<file path="src/rtl/rv_imm_pkg.sv">
// Shared definitions for the RV32I/RV64I immediate-decode stage:
// immediate format codes and the base opcode map.
package rv_imm_pkg;

  typedef enum logic [2:0] {
    FMT_R  = 3'd0,
    FMT_I  = 3'd1,
    FMT_S  = 3'd2,
    FMT_B  = 3'd3,
    FMT_U  = 3'd4,
    FMT_J  = 3'd5,
    FMT_Z  = 3'd6,
    FMT_SH = 3'd7
  } fmt_e;

  localparam logic [6:0] OPC_LOAD      = 7'b0000011;
  localparam logic [6:0] OPC_MISC_MEM  = 7'b0001111;
  localparam logic [6:0] OPC_OP_IMM    = 7'b0010011;
  localparam logic [6:0] OPC_AUIPC     = 7'b0010111;
  localparam logic [6:0] OPC_OP_IMM_32 = 7'b0011011;
  localparam logic [6:0] OPC_STORE     = 7'b0100011;
  localparam logic [6:0] OPC_OP        = 7'b0110011;
  localparam logic [6:0] OPC_LUI       = 7'b0110111;
  localparam logic [6:0] OPC_OP_32     = 7'b0111011;
  localparam logic [6:0] OPC_BRANCH    = 7'b1100011;
  localparam logic [6:0] OPC_JALR      = 7'b1100111;
  localparam logic [6:0] OPC_JAL       = 7'b1101111;
  localparam logic [6:0] OPC_SYSTEM    = 7'b1110011;

endpackage

</file>
<file path="src/rtl/imm_format_decode.sv">
// Combinational immediate decoder: derives the format from the opcode and
// builds the XLEN-wide sign/zero-extended immediate.
module imm_format_decode
  import rv_imm_pkg::*;
#(
  parameter int XLEN = 32
) (
  input  logic [31:0]     instr,
  output logic [2:0]      fmt,
  output logic [XLEN-1:0] imm,
  output logic            illegal
);

  logic [6:0] opcode;
  logic       is_shift;
  logic       wide_shamt;
  fmt_e       f;

  assign opcode   = instr[6:0];
  assign is_shift = (instr[14:12] == 3'b001) || (instr[14:12] == 3'b101);

  // NOTE: every output of a combinational block gets a default first, so no
  // path through the case statement can leave a latch behind.
  always_comb begin
    f          = FMT_R;
    illegal    = 1'b0;
    wide_shamt = 1'b0;
    case (opcode)
      OPC_LOAD, OPC_JALR: f = FMT_I;
      OPC_OP_IMM: begin
        if (is_shift) f = FMT_SH;
        else          f = FMT_I;
        wide_shamt = (XLEN == 64);
      end
      OPC_OP_IMM_32: begin
        if (XLEN != 64)    illegal = 1'b1;
        else if (is_shift) f = FMT_SH;
        else               f = FMT_I;
      end
      OPC_STORE:            f = FMT_S;
      OPC_BRANCH:           f = FMT_B;
      OPC_LUI, OPC_AUIPC:   f = FMT_U;
      OPC_JAL:              f = FMT_J;
      OPC_SYSTEM:           f = FMT_Z;
      OPC_OP, OPC_MISC_MEM: f = FMT_R;
      OPC_OP_32:            illegal = (XLEN != 64);
      default:              illegal = 1'b1;
    endcase
  end

  // Size casts of signed operands sign-extend; unsigned ones zero-extend.
  always_comb begin
    imm = '0;
    case (f)
      FMT_I:  imm = XLEN'($signed(instr[31:20]));
      FMT_S:  imm = XLEN'($signed({instr[31:25], instr[11:7]}));
      FMT_B:  imm = XLEN'($signed({instr[31], instr[7], instr[30:25], instr[11:8], 1'b0}));
      FMT_J:  imm = XLEN'($signed({instr[31], instr[19:12], instr[20], instr[30:21], 1'b0}));
      FMT_U:  imm = XLEN'($signed({instr[31:12], 12'b0}));
      FMT_SH: imm = wide_shamt ? XLEN'(instr[25:20]) : XLEN'(instr[24:20]);
      FMT_Z:  imm = XLEN'(instr[19:15]);
      default: imm = '0;
    endcase
  end

  assign fmt = f;

endmodule

</file>
<file path="src/rtl/imm_decode_stage.sv">
// Registered immediate-decode stage: decodes at the input, then holds results
// in a main register M backed by a skid register K for full-rate handshaking.
module imm_decode_stage
  import rv_imm_pkg::*;
#(
  parameter int XLEN  = 32,
  parameter int TAG_W = 5
) (
  input  logic             clk,
  input  logic             reset,
  input  logic             flush,
  input  logic             in_valid,
  output logic             in_ready,
  input  logic [31:0]      in_instr,
  input  logic [TAG_W-1:0] in_tag,
  output logic             out_valid,
  input  logic             out_ready,
  output logic [31:0]      out_instr,
  output logic [TAG_W-1:0] out_tag,
  output logic [XLEN-1:0]  out_imm,
  output logic [2:0]       out_fmt,
  output logic             out_illegal
);

  typedef struct packed {
    logic [31:0]      instr;
    logic [TAG_W-1:0] tag;
    logic [XLEN-1:0]  imm;
    logic [2:0]       fmt;
    logic             illegal;
  } entry_t;

  entry_t          in_entry, m_q, m_d, k_q, k_d;
  logic            m_valid_q, m_valid_d, k_valid_q, k_valid_d, ready_q;
  logic [2:0]      dec_fmt;
  logic [XLEN-1:0] dec_imm;
  logic            dec_illegal;
  logic            accept, drain;

  imm_format_decode #(.XLEN(XLEN)) u_decode (
    .instr   (in_instr),
    .fmt     (dec_fmt),
    .imm     (dec_imm),
    .illegal (dec_illegal)
  );

  assign in_entry = {in_instr, in_tag, dec_imm, dec_fmt, dec_illegal};
  assign accept   = in_valid & ready_q;
  assign drain    = m_valid_q & out_ready;

  // K can only fill while M is stalled; accept and a full K never coincide
  // because in_ready is low whenever K holds an entry.
  always_comb begin
    m_d       = m_q;
    k_d       = k_q;
    m_valid_d = m_valid_q;
    k_valid_d = k_valid_q;
    if (flush) begin
      m_valid_d = 1'b0;
      k_valid_d = 1'b0;
    end else if (drain && k_valid_q) begin
      m_d       = k_q;
      k_valid_d = 1'b0;
    end else if (drain || !m_valid_q) begin
      m_valid_d = accept;
      if (accept) m_d = in_entry;
    end else if (accept) begin
      k_valid_d = 1'b1;
      k_d       = in_entry;
    end
  end

  // NOTE: the data registers are reset as well as the valid bits, because
  // they drive visible outputs that must read zero after reset.
  always_ff @(posedge clk or posedge reset) begin
    if (reset) begin
      m_q       <= '0;
      k_q       <= '0;
      m_valid_q <= 1'b0;
      k_valid_q <= 1'b0;
      ready_q   <= 1'b1;
    end else begin
      m_q       <= m_d;
      k_q       <= k_d;
      m_valid_q <= m_valid_d;
      k_valid_q <= k_valid_d;
      ready_q   <= ~k_valid_d;
    end
  end

  assign in_ready    = ready_q;
  assign out_valid   = m_valid_q;
  assign out_instr   = m_q.instr;
  assign out_tag     = m_q.tag;
  assign out_imm     = m_q.imm;
  assign out_fmt     = m_q.fmt;
  assign out_illegal = m_q.illegal;

endmodule
</file>
<file path="config.mk">
export PLATFORM = sky130hd
export DESIGN_NAME = imm_decode_stage
export DESIGN_NICKNAME = d
export VERILOG_FILES = /design/src/rtl/rv_imm_pkg.sv /design/src/rtl/imm_format_decode.sv /design/src/rtl/imm_decode_stage.sv
export SDC_FILE = /design/constraint.sdc
export NUM_CORES = 1
export LEC_CHECK = 0
export ABC_AREA = 1
export BUFFER_PORTS_ARGS = -buffer_cell sky130_fd_sc_hd__buf_2
export CORE_ASPECT_RATIO = 1.25
export CORE_UTILIZATION = 34
export DETAILED_ROUTE_END_ITERATION = 10
export GPL_ROUTABILITY_DRIVEN = 0
export GPL_TIMING_DRIVEN = 0
export PLACE_DENSITY = 0.5
export RECOVER_POWER = 100
export SYNTH_ARGS = -nofsm -noshare
export SYNTH_HDL_FRONTEND = slang
export SYNTH_SLANG_ARGS = --single-unit
</file>
<file path="constraint.sdc">
create_clock -name clk -period 10.12 [get_ports clk]
set_clock_uncertainty 0.2 [all_clocks]
set_input_delay 1.012 -clock clk [delete_from_list [all_inputs] [get_ports clk]]
set_output_delay 1.012 -clock clk [all_outputs]
set_load 0.01 [all_outputs]
</file>
### Word level (Yosys, flattened, before mapping)

Index checks and enable logic that the tools add are counted.

| cells by class | value |
|---|---|
| $add $sub $neg | 0 |
| $mul | 0 |
| divide/modulo/power cells | 0 |
| magnitude comparators | 0 |
| equal/unequal tests | 21 |
| shift-type cells | 0 |
| multiplexer cells | 14 |
| bitwise logic cells | 6 |
| reduce and logical (&&, ||, !) cells | 13 |

Operators with widths:

| cell | count |
|---|---|
| one-hot mux 32 bit (7 select lines) | 1 |
| 2-to-1 mux 73 bit | 3 |
| equality test 7 bit, second input constant | 4 |
| equality test 7 x 6 -> 1 bit, second input constant | 3 |
| one-hot mux 3 bit (7 select lines) | 1 |
| equality test 3 bit, second input constant | 5 |
| equality test 7 x 5 -> 1 bit, second input constant | 2 |
| OR reduction 11 bit | 1 |
| 2-to-1 mux 1 bit | 8 |
| equality test 7 x 2 -> 1 bit, second input constant | 1 |
| equality test 7 x 4 -> 1 bit, second input constant | 1 |
| equality test 3 x 1 -> 1 bit, second input constant | 2 |
| equality test 3 x 2 -> 1 bit, second input constant | 2 |
| nonzero test 2 bit | 3 |
| NOT 1 bit | 4 |
| AND reduction 4 bit | 1 |
| OR reduction 2 bit | 2 |
| 2-to-1 mux 3 bit | 1 |
| AND reduction 3 bit | 1 |
| bitwise AND 1 bit | 2 |
| logical OR 1 bit | 2 |
| != test 2 bit, second input constant | 1 |
| AND reduction 2 bit | 1 |
| logical AND 1 bit | 1 |
| zero test 1 bit | 1 |

| word-level totals | value |
|---|---|
| register bits | 149 |
| latch bits | 0 |
| RAM bits | 0 |
| bits in read-only memories | 0 |
| bits of input ports | 42 |
| output and inout port bits | 75 |
| logic and storage cells | 67 |
| memories | 0 |

### Depth between registers and ports, before layout

| depth | value |
|---|---|
| depth in word-level cells | 9 |
| gate-level depth with buffers | 12 |
| mapped depth without buffers | 12 |

### Modules after synthesis

Synthesis repeated with hierarchy kept, for this count alone.

| second synthesis, totals | value |
|---|---|
| cells, all modules | 1075 |
| area, all modules | 7843.8 µm² |

By module, submodules not included:

| module | times used | cells each | area an instance (µm²) | sequential area each (µm²) |
|---|---|---|---|---|
| imm_decode_stage | 1 | 902 | 7051.8 | 3729.8 |
| imm_format_decode | 1 | 173 | 792.0 | 0.0 |

### Worst setup path before layout

OpenSTA, ideal clock, no wires.

| path | value |
|---|---|
| kind | in2reg |
| start point | input port in_instr[6] |
| end point | register k_q[21] in the netlist's numbering |
| setup time | 0.130 ns |
| data arrival time | 2.082 ns |
| required time | 9.790 ns |
| slack | 7.708 ns |
| stages on the path | 11 |
| buffers on the path | 2 |
| path through | buf_2 > inv_2 > nor2_1 > nand2_2 > inv_1 > nor2_4 > nand4_4 > buf_6 > nand3_1 > nand2_1 > o21ai_1 |

| between the ends | value |
|---|---|
| cells in the longest elaborated chain, start to end | 5 |
| elaborated cells on any way between the ends | 20 |
| classes of those cells | eq/ne: 16; mux: 2; reduce/logical: 2 |

Ends and longest elaborated chain:

| what | line | source |
|---|---|---|
| start, declared | imm_decode_stage.sv:14 | `input logic [31:0] in_instr,` |
| equality test 7 x 6 -> 1 bit (tied with other cells) | imm_format_decode.sv:28 | `case (opcode)` |
| OR reduction 2 bit | imm_format_decode.sv:28 |  |
| one-hot mux 3 bit (7 select lines) * | imm_format_decode.sv:28 |  |
| equality test 3 bit (tied with other cells) | imm_format_decode.sv:54 | `case (f)` |
| one-hot mux 32 bit (7 select lines) * | imm_format_decode.sv:54 |  |
| end signal, assigned | imm_decode_stage.sv:84 | `k_q <= k_d;` |
| end, declared | imm_decode_stage.sv:33 | `entry_t in_entry, m_q, m_d, k_q, k_d;` |

Every way passes the cells marked *; elsewhere a longest branch is shown, timed or not.
A chain may end at the register's enable or synchronous reset.

### Worst setup path after layout

| path | value |
|---|---|
| start point | input port in_instr[2] |
| end point | register m_q (netlist bit out_imm[11]) |

| between the ends | value |
|---|---|
| cells in the longest elaborated chain, start to end | 8 |
| elaborated cells on any way between the ends | 23 |
| classes of those cells | eq/ne: 16; mux: 5; reduce/logical: 2 |

Ends and longest elaborated chain:

| what | line | source |
|---|---|---|
| equality test 7 x 6 -> 1 bit (tied with other cells) | imm_format_decode.sv:28 |  |
| OR reduction 2 bit | imm_format_decode.sv:28 |  |
| one-hot mux 3 bit (7 select lines) * | imm_format_decode.sv:28 |  |
| equality test 3 bit (tied with other cells) | imm_format_decode.sv:54 |  |
| one-hot mux 32 bit (7 select lines) * | imm_format_decode.sv:54 |  |
| 2-to-1 mux 73 bit * | imm_decode_stage.sv:66 | `if (accept) m_d = in_entry;` |
| 2-to-1 mux 73 bit * | imm_decode_stage.sv:64 | `end else if (drain \|\| !m_valid_q) begin` |
| 2-to-1 mux 73 bit * | imm_decode_stage.sv:61 | `end else if (drain && k_valid_q) begin` |
| end signal, assigned | imm_decode_stage.sv:83 | `m_q <= m_d;` |
| end, declared | imm_decode_stage.sv:33 |  |

Every way passes the cells marked *; elsewhere a longest branch is shown, timed or not. The select of a mux whose other input is x is not followed.

==> out/summary.txt <==
EDFF count, synth: 0
Final min period: 3.10 ns
full die area: 21200 µm²
Power Density: 192 nW/µm²
Setup crit start kind: input port
DIE HEIGHT: 163 µm
mean post-synth cell area: 7.99 µm²
slowest stage delay, CP: 0.39 ns
drt via density: 4.92
Setup WS pre-CTS: 6.97 ns
Nets: 1055
Routed Antenna Nets: 0
routed len/inst: 17.0 µm
failing checks: max-capacitance violations, max-slew violations
Yosys top cell by area: dfrtp_1
Antenna Cells: 0
RSZ-0062 raised after global routing: false
number of global-route vias before repair: 6276
Pwr Total: 1.62 mW
synthesized cell area: 7020 µm²
Initial Util: 0.348
CTS Buffer Depth: 2
Slowest cell on crit path: clkbuf_1
CP Capture Type: register
worst rel slew slack: -0.0185
core area: 20200 µm²
reg2reg start: out_valid
maximum fanout along the worst path: 10
top post-synthesis cells by count: nand2_1 (298), dfrtp_1 (148), inv_1 (68), nor2_1 (57), o21ai_0 (51)
crit share post-route: 0.306
Leak Pwr: 4.24 nW
worst hold path type: register to register
via count: 6382
post-synthesis sequential area ratio: 0.531
final hold vios: 0
DRC errors left: 0
initial antenna violation count: 1
H-Tree Level Count: 4
setup TNS: 0 ns
Die X: 131 µm
CTS tree: built
TritonCTS buffer count: 17
Syn Nets: 920
First-pass DRT Iterations: 5
Async SR Flop Fraction: 1.00
Initial DRC Count: 424
status: finished with violations
Detail Placement HPWL: 16000 µm
crit path from: in_instr[2]
num rows: 58
PostCTS Resize Cnt: 0
Final Non-Filler Cells: 1296
critical path class: input port to register
ys flop type: dfrtp_1
hold_ws: 0.271 ns
cell repeated most along the worst path: nand2_1
Final WS setup: 7.02 ns
quantity of I/O buffers inserted on ports: 115
synthesis warning total: 0
top-count cell post-synth: nand2_1
Worst-Margin Slew: 1.52 ns
Cells after Synth: 878
Design Area, Final: 8400 µm²
Setup Fix Bufs, Post-CTS: 0
dpl cells: 1264
CTS clk-pin slew, worst paths: 0.06 ns
DRT Wirelength: 22000 µm
CP arrival: 3.22 ns
maximum VDD drop: 0.119 mV
total grt overflow: 0
Max Clock Freq: 0.323 GHz
total placed instance area: 7970 µm²
ranking of synthesized cells by area: dfrtp_1 (53%), nand2_1 (16%), o21ai_0 (3.6%)
layout cells sized above 1: 0.0994
final setup vio count: 0
max-slew violation count: 33
largest net degree at the start of global routing: 118
area delta synth->final: 19.7%
# IOs: 117
GRT Overall Usage: 0.221
first-pass GRT wire length: 35000 µm
MaxCap Viol Count: 1
crit path cell chain: clkbuf_1, inv_1, nand2_1, nor2_1, nand3_1, nand2_1, inv_1, nand4_1, clkbuf_1, nand4_1, nand2_1, nand2_1
cts hold-fix bufs: 0
Synth cell types: 29
CTS Root Cell: clkbuf_16
Clock Sinks: 149
Worst-Skew Late Latency: 0.43 ns
final core utilization: 0.416
Worst EP required: 10.24 ns
min-delay src: k_valid_q
Synth Register Bits: 149
Synth top area share: 0.528
## registers in the layout, summed over array words and instances (netlist names)
| signal | flops |
|---|---|
| out_valid | 1 |
| in_ready | 1 |
| out_illegal | 1 |
| k_q | 73 |
| out_tag | 5 |
| out_instr | 32 |
| out_imm | 32 |
| out_fmt | 3 |
| k_valid_q | 1 |
## final cells by class
cell class,instances,area [µm²]
flip-flops and latches,149,3730
multi-input cells,595,2690
plain buffers,57,245
inverters,77,290
clock inverters,12,151
repair buffers,116,508
clock buffers,20,447
well taps,270,338
fillers,2230,11800
## layout by cell type (no fill, tap or decap), drive strengths merged
master    synthesis  layout
inv              76      77
o21a              1       1
o22ai            15      15
dfstp             1       1
a21oi            26      26
o31ai             1       1
clkbuf           39     141
bufinv            0       3
a31oi            38      38
buf              18      52
o21bai            1       1
o211ai            1       1
dfrtp           148     148
nand3            40      40
clkinvlp          0       3
o21ai            72      72
clkinv            1       6
nor2             64      64
nand4            31      31
or2               4       4
nand2           301     301
## routing by layer
| metal | track usage | vias to the layer above | part of all wire |
|---|---|---|---|
| met1 | 0.283 | 3053 | 0.45 |
| met5 | 0 | - | 0.00036 |
| met4 | 0.0956 | 2 | 0.026 |
| met3 | 0.0391 | 42 | 0.045 |
| met2 | 0.361 | 169 | 0.48 |
| li1 | - | 3116 | - |
## worst paths after layout
check / depth (start not counted) / end / slack (ns)
worst max register to register: 9 / out_imm[11] / 7.56
worst min register to register: 1 / in_ready / 0.27
worst max-delay path: 12 / out_imm[11] / 7.02
worst min-delay path: 1 / in_ready / 0.27
max in group asynchronous: 3 / out_tag[0] / 7.80
min in group asynchronous: 2 / out_imm[7] / 0.73
## power breakdown
group	total [mW]	internal (mW)	switching [mW]
Combinational	0.219	0.0781	0.141
Clock	0.654	0.394	0.260
Sequential	0.743	0.695	0.0474
Total	1.62	1.17	0.449
## critical path: cells and delay by family
kind | cells | cell delay (ns)
and+or+nand+nor | 8 | 1.49
buffers and inverters | 4 | 0.71
## cells by family after synthesis
| group | synth area share |
|---|---|
| simple gates | 0.266 |
| compound gates | 0.121 |
| flops | 0.531 |
| buf+inv | 0.0808 |
(Power assumes the default switching activity.)
